File: src/rtl/adder_master_pkg.sv
// rtl/adder_master_pkg.sv - register offsets, FSM states and AXI response codes for adder_master
package adder_master_pkg;

  localparam int unsigned OFF_OPA = 0;
  localparam int unsigned OFF_OPB = 4;
  localparam int unsigned OFF_SUM = 8;
  localparam int unsigned OFF_OVF = 12;

  typedef enum logic [2:0] {
    IDLE,
    WR_A,
    WR_B,
    RD_SUM,
    RD_OVF,
    DONE
  } state_t;

  typedef enum logic [1:0] {
    OKAY   = 2'b00,
    EXOKAY = 2'b01,
    SLVERR = 2'b10,
    DECERR = 2'b11
  } resp_t;

  function automatic logic resp_is_err(input logic [1:0] resp);
    return (resp == SLVERR) || (resp == DECERR);
  endfunction

endpackage

File: src/rtl/adder_master_timeout.sv
// rtl/adder_master_timeout.sv - per-wait watchdog; expires after TIMEOUT_CYCLES stalled cycles
module adder_master_timeout #(
  parameter int unsigned TIMEOUT_CYCLES = 256
) (
  input  logic m1_axi_aclk,
  input  logic m1_axi_areset,
  input  logic clear,
  input  logic enable,
  output logic expired
);

  localparam int unsigned CW = $clog2(TIMEOUT_CYCLES + 1);

  logic [CW-1:0] count;

  // Count holds the number of stalled cycles already seen before the current one.
  always_ff @(posedge m1_axi_aclk or posedge m1_axi_areset) begin
    if (m1_axi_areset) begin
      count <= '0;
    end else if (clear || !enable) begin
      count <= '0;
    end else if (!expired) begin
      count <= count + CW'(1);
    end
  end

  assign expired = enable && !clear && (count == CW'(TIMEOUT_CYCLES - 1));

endmodule

File: src/rtl/adder_master.sv
// rtl/adder_master.sv - AXI4-Lite master: writes A and B, reads sum and overflow from an adder slave
// Optional watchdog on every AXI wait: define ADDER_MASTER_TIMEOUT_EN.
module adder_master
  import adder_master_pkg::*;
#(
  parameter int unsigned           DATA_WIDTH     = 32,
  parameter int unsigned           ADDR_WIDTH     = 8,
  parameter logic [ADDR_WIDTH-1:0] BASE_ADDR      = '0,
  parameter int unsigned           TIMEOUT_CYCLES = 256
) (
  input  logic                    m1_axi_aclk,
  input  logic                    m1_axi_areset,
  input  logic                    start,
  input  logic [DATA_WIDTH-1:0]   op_a,
  input  logic [DATA_WIDTH-1:0]   op_b,
  output logic                    busy,
  output logic                    done,
  output logic [DATA_WIDTH-1:0]   sum,
  output logic                    overflow,
  output logic                    error,
  output logic [ADDR_WIDTH-1:0]   m1_axi_awaddr,
  output logic                    m1_axi_awvalid,
  input  logic                    m1_axi_awready,
  output logic [DATA_WIDTH-1:0]   m1_axi_wdata,
  output logic [DATA_WIDTH/8-1:0] m1_axi_wstrb,
  output logic                    m1_axi_wvalid,
  input  logic                    m1_axi_wready,
  input  logic [1:0]              m1_axi_bresp,
  input  logic                    m1_axi_bvalid,
  output logic                    m1_axi_bready,
  output logic [ADDR_WIDTH-1:0]   m1_axi_araddr,
  output logic                    m1_axi_arvalid,
  input  logic                    m1_axi_arready,
  input  logic [DATA_WIDTH-1:0]   m1_axi_rdata,
  input  logic [1:0]              m1_axi_rresp,
  input  logic                    m1_axi_rvalid,
  output logic                    m1_axi_rready
);

  if (TIMEOUT_CYCLES == 0) begin : g_bad_timeout
    $error("adder_master: TIMEOUT_CYCLES must be at least 1");
  end

  state_t                state;
  logic [DATA_WIDTH-1:0] b_q;
  logic                  err_q;
  logic                  timeout_hit;

  assign m1_axi_wstrb = '1;

`ifdef ADDER_MASTER_TIMEOUT_EN
  logic wait_any;
  logic hs_any;

  assign wait_any = m1_axi_awvalid | m1_axi_wvalid | m1_axi_bready | m1_axi_arvalid | m1_axi_rready;
  assign hs_any   = (m1_axi_awvalid & m1_axi_awready) | (m1_axi_wvalid & m1_axi_wready) |
                    (m1_axi_bready & m1_axi_bvalid) | (m1_axi_arvalid & m1_axi_arready) |
                    (m1_axi_rready & m1_axi_rvalid);

  adder_master_timeout #(
    .TIMEOUT_CYCLES(TIMEOUT_CYCLES)
  ) u_timeout (
    .m1_axi_aclk  (m1_axi_aclk),
    .m1_axi_areset(m1_axi_areset),
    .clear        (hs_any),
    .enable       (wait_any),
    .expired      (timeout_hit)
  );
`else
  assign timeout_hit = 1'b0;
`endif

  always_ff @(posedge m1_axi_aclk or posedge m1_axi_areset) begin
    if (m1_axi_areset) begin
      state          <= IDLE;
      b_q            <= '0;
      err_q          <= 1'b0;
      busy           <= 1'b0;
      done           <= 1'b0;
      error          <= 1'b0;
      overflow       <= 1'b0;
      sum            <= '0;
      m1_axi_awaddr  <= '0;
      m1_axi_awvalid <= 1'b0;
      m1_axi_wdata   <= '0;
      m1_axi_wvalid  <= 1'b0;
      m1_axi_bready  <= 1'b0;
      m1_axi_araddr  <= '0;
      m1_axi_arvalid <= 1'b0;
      m1_axi_rready  <= 1'b0;
    end else begin
      done <= 1'b0;
      if (timeout_hit) begin
        m1_axi_awvalid <= 1'b0;
        m1_axi_wvalid  <= 1'b0;
        m1_axi_bready  <= 1'b0;
        m1_axi_arvalid <= 1'b0;
        m1_axi_rready  <= 1'b0;
        err_q          <= 1'b1;
        state          <= DONE;
      end else begin
        case (state)
          IDLE: begin
            if (start) begin
              // wdata itself holds the captured operand A for the first write.
              b_q            <= op_b;
              err_q          <= 1'b0;
              error          <= 1'b0;
              busy           <= 1'b1;
              m1_axi_awaddr  <= BASE_ADDR + ADDR_WIDTH'(OFF_OPA);
              m1_axi_wdata   <= op_a;
              m1_axi_awvalid <= 1'b1;
              m1_axi_wvalid  <= 1'b1;
              state          <= WR_A;
            end
          end
          WR_A, WR_B: begin
            if (!m1_axi_bready) begin
              if (m1_axi_awvalid && m1_axi_awready) m1_axi_awvalid <= 1'b0;
              if (m1_axi_wvalid && m1_axi_wready) m1_axi_wvalid <= 1'b0;
              if ((!m1_axi_awvalid || m1_axi_awready) && (!m1_axi_wvalid || m1_axi_wready))
                m1_axi_bready <= 1'b1;
            end else if (m1_axi_bvalid) begin
              m1_axi_bready <= 1'b0;
              if (resp_is_err(m1_axi_bresp)) err_q <= 1'b1;
              if (state == WR_A) begin
                m1_axi_awaddr  <= BASE_ADDR + ADDR_WIDTH'(OFF_OPB);
                m1_axi_wdata   <= b_q;
                m1_axi_awvalid <= 1'b1;
                m1_axi_wvalid  <= 1'b1;
                state          <= WR_B;
              end else begin
                m1_axi_araddr  <= BASE_ADDR + ADDR_WIDTH'(OFF_SUM);
                m1_axi_arvalid <= 1'b1;
                state          <= RD_SUM;
              end
            end
          end
          RD_SUM, RD_OVF: begin
            if (m1_axi_arvalid) begin
              if (m1_axi_arready) begin
                m1_axi_arvalid <= 1'b0;
                m1_axi_rready  <= 1'b1;
              end
            end else if (m1_axi_rvalid) begin
              m1_axi_rready <= 1'b0;
              if (resp_is_err(m1_axi_rresp)) err_q <= 1'b1;
              if (state == RD_SUM) begin
                sum            <= m1_axi_rdata;
                m1_axi_araddr  <= BASE_ADDR + ADDR_WIDTH'(OFF_OVF);
                m1_axi_arvalid <= 1'b1;
                state          <= RD_OVF;
              end else begin
                overflow <= m1_axi_rdata[0];
                state    <= DONE;
              end
            end
          end
          DONE: begin
            done  <= 1'b1;
            error <= err_q;
            busy  <= 1'b0;
            state <= IDLE;
          end
          default: state <= IDLE;
        endcase
      end
    end
  end

endmodule
File: config.mk
export PLATFORM = sky130hd
export DESIGN_NAME = adder_master
export DESIGN_NICKNAME = d
export VERILOG_FILES = /design/src/rtl/adder_master_pkg.sv /design/src/rtl/adder_master_timeout.sv /design/src/rtl/adder_master.sv
export SDC_FILE = /design/constraint.sdc
export NUM_CORES = 1
export LEC_CHECK = 0
export BUFFER_PORTS_ARGS = -buffer_cell sky130_fd_sc_hd__buf_2
export CAP_MARGIN = 20
export CORE_UTILIZATION = 45
export CTS_BUF_LIST = sky130_fd_sc_hd__clkbuf_2 sky130_fd_sc_hd__clkbuf_4 sky130_fd_sc_hd__clkbuf_8
export CTS_CLUSTER_SIZE = 8
export DETAILED_ROUTE_END_ITERATION = 8
export GPL_TIMING_DRIVEN = 1
export HOLD_SLACK_MARGIN = 0.02
export PLACE_DENSITY = 0.78
export SLEW_MARGIN = 20
export SYNTH_ARGS = -nofsm -noshare
export SYNTH_HDL_FRONTEND = slang
export SYNTH_SLANG_ARGS = --single-unit
File: constraint.sdc
create_clock -name m1_axi_aclk -period 4.02 [get_ports m1_axi_aclk]
set_clock_uncertainty 0.2 [all_clocks]
set_input_delay 1.005 -clock m1_axi_aclk [delete_from_list [all_inputs] [get_ports m1_axi_aclk]]
set_output_delay 1.005 -clock m1_axi_aclk [all_outputs]
set_load 0.1 [all_outputs]
* Word-level counts from Yosys, hierarchy flattened
Cells that the tools add are included. W data, S select, Z words.
Word-level totals: flip-flop bits (word level) 125, input port bits 108, output and inout port bits 93, word-level logic and storage cells 130
Cells by class: equality and inequality tests 24, multiplexer cells 59, bitwise logic cells 2, reduce and logical (&&, ||, !) cells 29
Operators with widths (count):
- $mux W32 | 4
- $mux W8 | 10
- $pmux W32 S2 | 1
- $pmux W8 S2 | 2
- $mux W1 | 30
- $ne A2 B2 Y1 const B | 10
- $reduce_and A5 Y1 | 4
- $mux W3 | 5
- $ne A3 B3 Y1 const B | 4
- $reduce_and A4 Y1 | 3
- $pmux W1 S2 | 5
- $pmux W3 S3 | 1
- $eq A2 B2 Y1 const B | 4
- $reduce_and A8 Y1 | 1
- $reduce_bool A2 Y1 | 4
- $reduce_and A7 Y1 | 1
- $eq A3 B2 Y1 const B | 2
- $eq A3 B3 Y1 const B | 2
- $logic_or A1 B1 Y1 | 4
- $reduce_and A2 Y1 | 2
- $reduce_or A2 Y1 | 2
- $eq A3 B1 Y1 const B | 1
- $logic_and A1 B1 Y1 | 3
- $logic_not A3 Y1 | 1
- 6 further kinds | 8

* Depth between registers and ports, before layout
Gate-level depths: netlist of the first run.
word-level depth 6, depth in mapped cells 7, gate-level depth less buffers 5

* Worst setup path before layout of the first run
No wires, ideal clock.
path type input to register, from in m1_axi_rvalid, to reg sum[10], setup time 0.125 ns, arrival 2.028 ns, data required time 3.695 ns, setup slack 1.667 ns, stages on the path 5, buffers on the path 1, cells stage by stage nor2b_1 -> nand2_1 -> nor2_2 -> buf_2 -> mux2_2
On the way: longest elaborated chain between the ends 1
Ends and longest elaborated chain:
- from (decl) | line adder_master.sv:36 | input logic m1_axi_rvalid,
- $reduce_and A4 Y1 (no source line)
- to (signal assigned) | line adder_master.sv:149 | sum <= m1_axi_rdata;
- to (decl) | line adder_master.sv:18 | output logic [DATA_WIDTH-1:0] sum,
No other way between the ends. A chain may end at the register's enable or synchronous reset.

* Final worst setup path of the first run
from reg m1_axi_bready, to out m1_axi_bready
RTL lines:
- from (decl) | line adder_master.sv:30 | output logic m1_axi_bready,
- from (signal assigned) | line adder_master.sv:87 | m1_axi_bready <= 1'b0;
- from (signal assigned) | line adder_master.sv:96 | m1_axi_bready <= 1'b0;
- from (signal assigned) | line adder_master.sv:122 | m1_axi_bready <= 1'b1;
No word-level cell between the ends.

==> results of run 1 <==
==> registers in the layout, summed over array words and instances (netlist names), 2 cells and up <==
register / flops
b_q: 32
m1_axi_wdata: 32
sum: 32
state: 3
m1_axi_araddr: 2
==> cell usage in the layout (no fill, tap or decap), types with 2 or more instances in the layout <==
cell	count
mux2_2	40
buf_4	6
nand2_1	38
nor2_1	4
a32oi_1	2
a21o_1	2
nor2b_1	4
o32ai_1	2
mux2_4	20
nand2b_1	4
buf_2	181
dfrtp_1	112
mux2_1	6
a21oi_1	5
nor3_1	2
clkbuf_8	9
clkinv_2	2
o21ai_0	41
and3_1	2
a21bo_2	2
inv_6	3
mux2i_1	34
nand3b_1	2
inv_1	7
conb_1	17
==> kinds of logic after synthesis <==
logic type      after synthesis
flops                       112
compound gates               62
mux                         100
xor+xnor                      1
buf+inv                      47
other cells                   2
simple gates                 63
==> per-stage QoR <==
| step | cells | instance area (um^2) | hold WS (ns) | util [%] | setup WS [ns] |
|---|---|---|---|---|---|
| 6_report | 703 | 6100 | 0.287 | 58.0 | 1.48 |
| 3_3_place_gp | 687 | 5900 | 0.247 | 56.1 | 1.36 |
| 3_5_place_dp | 687 | 5900 | 0.257 | 56.1 | 1.27 |
| 5_1_grt | 703 | 6100 | 0.305 | 58.0 | 1.40 |
| 2_1_floorplan | 402 | 5030 | 0.258 | - | 1.46 |
| 4_1_cts | 703 | 6100 | 0.287 | 58.0 | 1.45 |
==> layout make-up <==
cell class              instances  share of cell area [%]
repair buffers                188                    15.9
clock buffers                   9                    2.03
multi-input cells             243                    31.5
flip-flops and latches        112                    46.0
well taps                     136                    2.79
inverters                       8                   0.554
clock inverters                 7                    1.23
==> worst paths after layout <==
check	slack, ns	startpoint	endpoint	cells past startpoint
setup reg to reg	1.60	state[1]$_DFFE_PP0P_	m1_axi_wdata[11]$_DFFE_PP0P_	5
setup / recovery	1.48	m1_axi_bready$_DFFE_PP0P_	m1_axi_bready	1
hold reg to reg	0.29	m1_axi_wdata[2]$_DFFE_PP0P_	m1_axi_wdata[2]$_DFFE_PP0P_	2
hold / removal	0.29	m1_axi_wdata[2]$_DFFE_PP0P_	m1_axi_wdata[2]$_DFFE_PP0P_	2
max in group asynchronous	2.41	m1_axi_areset	b_q[0]$_DFFE_PP0P_	3
min in group asynchronous	0.49	m1_axi_areset	b_q[15]$_DFFE_PP0P_	2
==> metal layers <==
layer | GRT usage, % | part of all wire, %
met5 | 0 | 0
met2 | 32.6 | 50
met1 | 24.2 | 43
met4 | 5.28 | 1.1
met3 | 4.98 | 6.1
==> metrics.json, run 1 <==
{
  "wl_per_cell_um": 15.1,
  "floorplan.initialDensity_pct": 47.3,
  "final.period_utilization_pct": 63.1,
  "multiInputGateArea_um2": 1920,
  "post_synth_instance_area_um2": 4970,
  "cp_cell_sequence": "buf_2",
  "path_clk_slew_ns": 0.09,
  "worstPathArrival_ns": 1.33,
  "synth.ff_latch_count": 112,
  "gpl.final_weighted_congestion": 0.767,
  "grt_antenna_before_repair": 0,
  "synth_compound_gate_area_share_pct": 7.43,
  "detailed_place_hpwl_mm": 7.69,
  "coreArea_um2": 10500,
  "clkSinkCount": 112,
  "worstSetupPathType": "flip-flop to primary output",
  "number_of_drc_violations_after_detailed_routing": 0,
  "synth_edf_count": 0,
  "outcome": "finished clean",
  "synth.top_cells.by_count": "dfrtp_1, o21ai_0, mux2_2",
  "fp.dieH_um": 107,
  "synthMostInstantiatedCell": "dfrtp_1",
  "finalCriticalPeriod_ns": 2.54,
  "synth_xor_area_share_pct": 0.176,
  "boundaryPins": 201,
  "cts_made_buffers": 9,
  "post_drt_via_cell_ratio": 4.97,
  "synthArstFlopShare_pct": 100,
  "layout-drive-gt1-share_pct": 48.1,
  "actual_transition_at_the_worst_max_transition_pin_ns": 1.01,
  "yosys.area.top_type": "dfrtp_1",
  "synthSimpleGateAreaFrac_pct": 6.42,
  "via_count": 3491,
  "drtPass1Iterations": 4,
  "cts_resized": 0,
  "required_ns": 2.81,
  "holdBufCountCts": 0,
  "placement.io_buffers": 181,
  "critPathLaunchType": "flip-flop",
  "hold_violations": 0,
  "placement_rows": 37,
  "postRouteAntennaNets": 0,
  "overflow": 0,
  "worst-path-buf-inv": 1,
  "cts.repair_timing.setup_buffer_count": 0,
  "yosys.area_share.adder_pct": 0,
  "synth_seq_area_share_pct": 56.4,
  "rsz0062_at_grt": "false",
  "synth_top_family_by_area": "multiplexers",
  "timing.max_slew.rel_slack_pct": 32.5,
  "first_global_vias": 3633,
  "clkLatencyLatePin_ns": 0.36,
  "grt_first_pass_wirelength_mm": 17.3,
  "synth.top_cell.area_share_pct": 56.4,
  "design.die.area_um2": 11500,
  "tritoncts": "built",
  "syn_avg_cell_area_um2": 12.8,
  "timing.critical_path.slowest_stage_cell": "dfrtp_1",
  "maxCapViolCount": 0,
  "route.final.wire_length_mm": 10.6,
  "filler_cell_count": 912,
  "synth_mux_area_share_pct": 23.3,
  "timing.critical_path.slowest_cell_delay_ns": 0.49,
  "hold_class": "flip-flop to flip-flop",
  "grt_max_degree": 68,
  "synth_warnings": 0,
  "synth_cells": 387,
  "flow.area_growth_from_synthesis_pct": 22.7,
  "setup_violations": 0,
  "worst_setup_path_end_kind": "primary output",
  "drt_iter0_markers": 106,
  "post_synth_num_cell_types": 40,
  "clock_path_buffers": 2,
  "synthTopCellsByArea": "dfrtp_1, mux2_2, mux2i_1, mux2_4, o21ai_0",
  "antenna_cells": 0,
  "critPathTopFamily": "flip-flops",
  "max_clock_freq_mhz": 394,
  "area.sequential_um2": 2800,
  "ctsHtreeMaxLevel": 3,
  "chipWidth_um": 107,
  "final_report_max_slew_violation_count": 0,
  "finalNetCount": 670,
  "clock_tree.root_cell": "clkbuf_8",
  "synth_top_flop_cell": "dfrtp_1",
  "globalRouteTotalUtil_pct": 19.2,
  "fin_tns_setup_ns": 0,
  "timing.critical_path.fanout_max": 10
}
Power of run 1 is left out: the tool's default activity adds up to more than one toggle a clock period on the data nets, which glitch-free logic cannot reach.
==> run 2: changes to the inputs <==
--- a/config.mk
+++ b/config.mk
@@ -5,15 +5,16 @@
 export SDC_FILE = /design/constraint.sdc
 export NUM_CORES = 1
 export LEC_CHECK = 0
+export ABC_AREA = 1
 export BUFFER_PORTS_ARGS = -buffer_cell sky130_fd_sc_hd__buf_2
 export CAP_MARGIN = 20
-export CORE_UTILIZATION = 45
+export CORE_UTILIZATION = 46
 export CTS_BUF_LIST = sky130_fd_sc_hd__clkbuf_2 sky130_fd_sc_hd__clkbuf_4 sky130_fd_sc_hd__clkbuf_8
 export CTS_CLUSTER_SIZE = 8
 export DETAILED_ROUTE_END_ITERATION = 8
 export GPL_TIMING_DRIVEN = 1
 export HOLD_SLACK_MARGIN = 0.02
-export PLACE_DENSITY = 0.78
+export PLACE_DENSITY = 0.79
 export SLEW_MARGIN = 20
 export SYNTH_ARGS = -nofsm -noshare
 export SYNTH_HDL_FRONTEND = slang
==> constraint.sdc (replaced) <==
create_clock -name m1_axi_aclk -period 2.05 [get_ports m1_axi_aclk]
set_clock_uncertainty 0.2 [all_clocks]
set_input_delay 0.5125 -clock m1_axi_aclk [delete_from_list [all_inputs] [get_ports m1_axi_aclk]]
set_output_delay 0.5125 -clock m1_axi_aclk [all_outputs]
set_load 0.1 [all_outputs]
==> metrics.json, run 2 <==
{
  "outcome": "finished clean",
  "worstSetupPathType": "flip-flop to primary output",
  "synth_seq_area_share": {"value": 54.9, "unit": "%", "change": "-1.5 points"},
  "finalNetCount": {"value": 931, "change": "+39%"},
  "coreArea": {"value": 10800, "unit": "um^2", "change": "+3.2%"},
  "fp.dieH": {"value": 107, "unit": "um", "change": "+0.21%"},
  "boundaryPins": {"value": 201, "change": "unchanged"},
  "clock_tree.root_cell": "clkbuf_8",
  "cts_made_buffers": {"value": 9, "change": "unchanged"},
  "syn_avg_cell_area": {"value": 7.85, "unit": "um^2", "change": "-39%"},
  "post_synth_num_cell_types": {"value": 26, "change": "-35%"},
  "reg2regPathDepth": {"value": 8, "change": "+3"},
  "detailed_place_hpwl": {"value": 8.58, "unit": "mm", "change": "+12%"},
  "post_synth_instance_area": {"value": 5100, "unit": "um^2", "change": "+2.7%"},
  "synth.ff_latch_count": {"value": 112, "change": "unchanged"},
  "maxCapViolCount": {"value": 0, "change": "unchanged"},
  "post_drt_via_cell_ratio": {"value": 4.67, "change": "-5.9%"},
  "worstPathArrival": {"value": 1.27, "unit": "ns", "change": "-0.06 ns"},
  "max_clock_freq_mhz": 506,
  "layout_commonest_cell": "nand2_1",
  "final_cell_area": {"value": 6340, "unit": "um^2", "change": "+4.0%"},
  "grt_max_degree": {"value": 59, "change": "-13%"},
  "final_report_max_slew_violation_count": {"value": 0, "change": "unchanged"},
  "actual_transition_at_the_worst_max_transition_pin": {"value": 0.526, "unit": "ns", "change": "-0.487 ns"},
  "placement_rows": {"value": 38, "change": "+2.7%"},
  "tritoncts": "built",
  "path_clk_slew": {"value": 0.13, "unit": "ns", "change": "+0.04 ns"},
  "grt_first_pass_wirelength": {"value": 19.6, "unit": "mm", "change": "+13%"},
  "critPathLaunchType": "flip-flop",
  "yosys.area.top_type": "dfrtp_1",
  "postRouteAntennaNets": {"value": 0, "change": "unchanged"},
  "flow.area_growth_from_synthesis_pct": 24.3,
  "ctsHtreeMaxLevel": {"value": 3, "change": "unchanged"},
  "chipWidth": {"value": 107, "unit": "um", "change": "+0.21%"},
  "overflow": {"value": 0, "change": "unchanged"},
  "gpl.final_weighted_congestion": {"value": 0.829, "change": "+8.0%"},
  "synthMostInstantiatedCell": "nand2_1",
  "final_critical_path_setup_slack": {"value": 0.0718, "unit": "ns", "change": "-1.41 ns"},
  "placement.io_buffers": {"value": 181, "change": "unchanged"},
  "drtPass1Iterations": {"value": 5, "change": "+1"},
  "dp_worst_setup_slack": {"value": 0.122, "unit": "ns", "change": "-1.15 ns"},
  "grt_antenna_before_repair": {"value": 2, "change": "+2"},
  "critical_path_cell_count": {"value": 1, "change": "unchanged"},
  "antenna_cells": {"value": 0, "change": "unchanged"},
  "finalCriticalPeriod_ns": 1.98,
  "clock_path_buffers": {"value": 2, "change": "unchanged"},
  "via_count": {"value": 4524, "change": "+30%"},
  "globalRouteTotalUtil": {"value": 21.7, "unit": "%", "change": "+2.5 points"},
  "synth.top_cells.by_count": "nand2_1, dfrtp_1, nand3_1",
  "first_global_vias": {"value": 4127, "change": "+14%"},
  "synth_warnings": {"value": 0, "change": "unchanged"},
  "final.period_utilization_pct": 96.5,
  "worst_setup_path_end_kind": "primary output",
  "synthTopCellsByArea": "dfrtp_1, nand2_1, buf_4, nand3_1, buf_2",
  "worst-path-buf-inv": {"value": 1, "change": "unchanged"},
  "biggestRegsByFlops": "b_q: 32 flops, m1_axi_wdata: 32 flops, sum: 32 flops",
  "timing.critical_path.slowest_stage_cell": "buf_2",
  "synth_cells": {"value": 650, "change": "+68%"},
  "timing.critical_path.slowest_cell_delay": {"value": 0.46, "unit": "ns", "change": "-0.03 ns"},
  "hold_violations": {"value": 0, "change": "unchanged"},
  "design.die.area": {"value": 11500, "unit": "um^2", "change": "+0.43%"},
  "rsz0062_at_grt": "false",
  "drt_iter0_markers": {"value": 269, "change": "+150%"},
  "wl_per_cell": {"value": 12.5, "unit": "um", "change": "-18%"},
  "clkSinkCount": {"value": 112, "change": "unchanged"},
  "clkLatencyLatePin": {"value": 0.37, "unit": "ns", "change": "about the same"},
  "timing.max_slew.rel_slack": {"value": 65.2, "unit": "%", "change": "+33 points"},
  "synth.top_cell.area_share": {"value": 54.9, "unit": "%", "change": "-1.5 points"},
  "floorplan.initialDensity": {"value": 47.1, "unit": "%", "change": "-0.22 points"},
  "synth_top_flop_cell": "dfrtp_1",
  "layout.cells.most_common_list": "nand2_1, buf_2, dfrtp_1",
  "cp_cell_sequence": "buf_2",
  "placement.cell_area": {"value": 6140, "unit": "um^2", "change": "+4.0%"},
  "timing.critical_path.fanout_max": {"value": 6, "change": "-4"},
  "synthArstFlopShare": {"value": 100, "unit": "%", "change": "unchanged"},
  "required": {"value": 1.34, "unit": "ns", "change": "-1.47 ns"},
  "synth_edf_count": {"value": 0, "change": "unchanged"},
  "holdBufCountCts": {"value": 0, "change": "unchanged"},
  "route.final.wire_length": {"value": 12.1, "unit": "mm", "change": "+14%"},
  "setup_violations": {"value": 0, "change": "unchanged"},
  "critPathTopFamily": "buffers and inverters",
  "number_of_drc_violations_after_detailed_routing": {"value": 0, "change": "unchanged"},
  "layout-drive-gt1-share": {"value": 27.7, "unit": "%", "change": "-20 points"},
  "hold_class": "input pin to async pin"
}
==> run 2: cell count changes in the layout (fill, tap and decap cells not counted), sizes merged, moves of 6 or more <==
cell   change
buf        +7
inv       +17
mux2      -66
mux2i     -34
nand2    +349
nand3     +39
nand4      +6
o21ai     -30
==> run 2: path summary, 6_finish.rpt <==
| kind | from | end | slack (ns) |
|---|---|---|---|
| max in group asynchronous | m1_axi_areset | m1_axi_bready$_DFFE_PP0P_ | 1.32 |
| worst min-delay path | m1_axi_areset | b_q[10]$_DFFE_PP0P_ | 0.04 |
| min in group m1_axi_aclk | m1_axi_rdata[8] | sum[8]$_DFFE_PP0P_ | 0.13 |
| worst min register to register | m1_axi_wdata[8]$_DFFE_PP0P_ | m1_axi_wdata[8]$_DFFE_PP0P_ | 0.28 |
| worst max register to register | state[1]$_DFFE_PP0P_ | m1_axi_wdata[28]$_DFFE_PP0P_ | 0.18 |
| worst max-delay path | m1_axi_arvalid$_DFFE_PP0P_ | m1_axi_arvalid | 0.07 |
==> run 2: cell families (layout without fill, tap and decap cells) <==
logic type | after synthesis | count (layout) | synth area share (%)
buf+inv | 71 | 234 | 7.68
simple gates | 447 | 447 | 35.3
flops | 112 | 112 | 54.9
compound gates | 18 | 18 | 1.96
other cells | 2 | 17 | 0.147
==> run 2: cell type report <==
cell class | instances | area (um^2)
sequential | 112 | 2800
clock inverter | 6 | 65.1
fill | 1001 | 4500
tap | 140 | 175
clock buffer | 10 | 138
multi-input combinational | 482 | 1970
inverter | 23 | 90.1
timing repair buffer | 195 | 1100
==> run 2: per-layer routing <==
layer | part of all wire, % | GRT usage, % | vias up
met5 | 0.11 | 0 | -
met4 | 1.7 | 6.36 | 2
met3 | 8.8 | 5.51 | 18
met2 | 45 | 35.0 | 206
met1 | 44 | 29.0 | 1991
li1 | - | - | 2307
==> run 2: metrics by stage <==
step / TNS (ns) / instances / hold WS [ns] / utilization [%]
6_report: 0 / 968 / 0.0405 / 58.5
3_5_place_dp: 0 / 952 / 0.254 / 56.6
2_1_floorplan: -2.34 / 665 / 0.242 / -
4_1_cts: 0 / 968 / 0.0487 / 58.5
3_3_place_gp: 0 / 952 / 0.246 / 56.6
5_1_grt: 0 / 968 / 0.0554 / 58.5
==> run 2: what timing repair did <==
| action | CTS | global route |
|---|---|---|
| buffers inserted | 0 | 0 |
| setup endpoints to repair | 0 | 25 |
| gates resized for setup | 0 | 1 |
Power of run 2 is left out for the same reason.
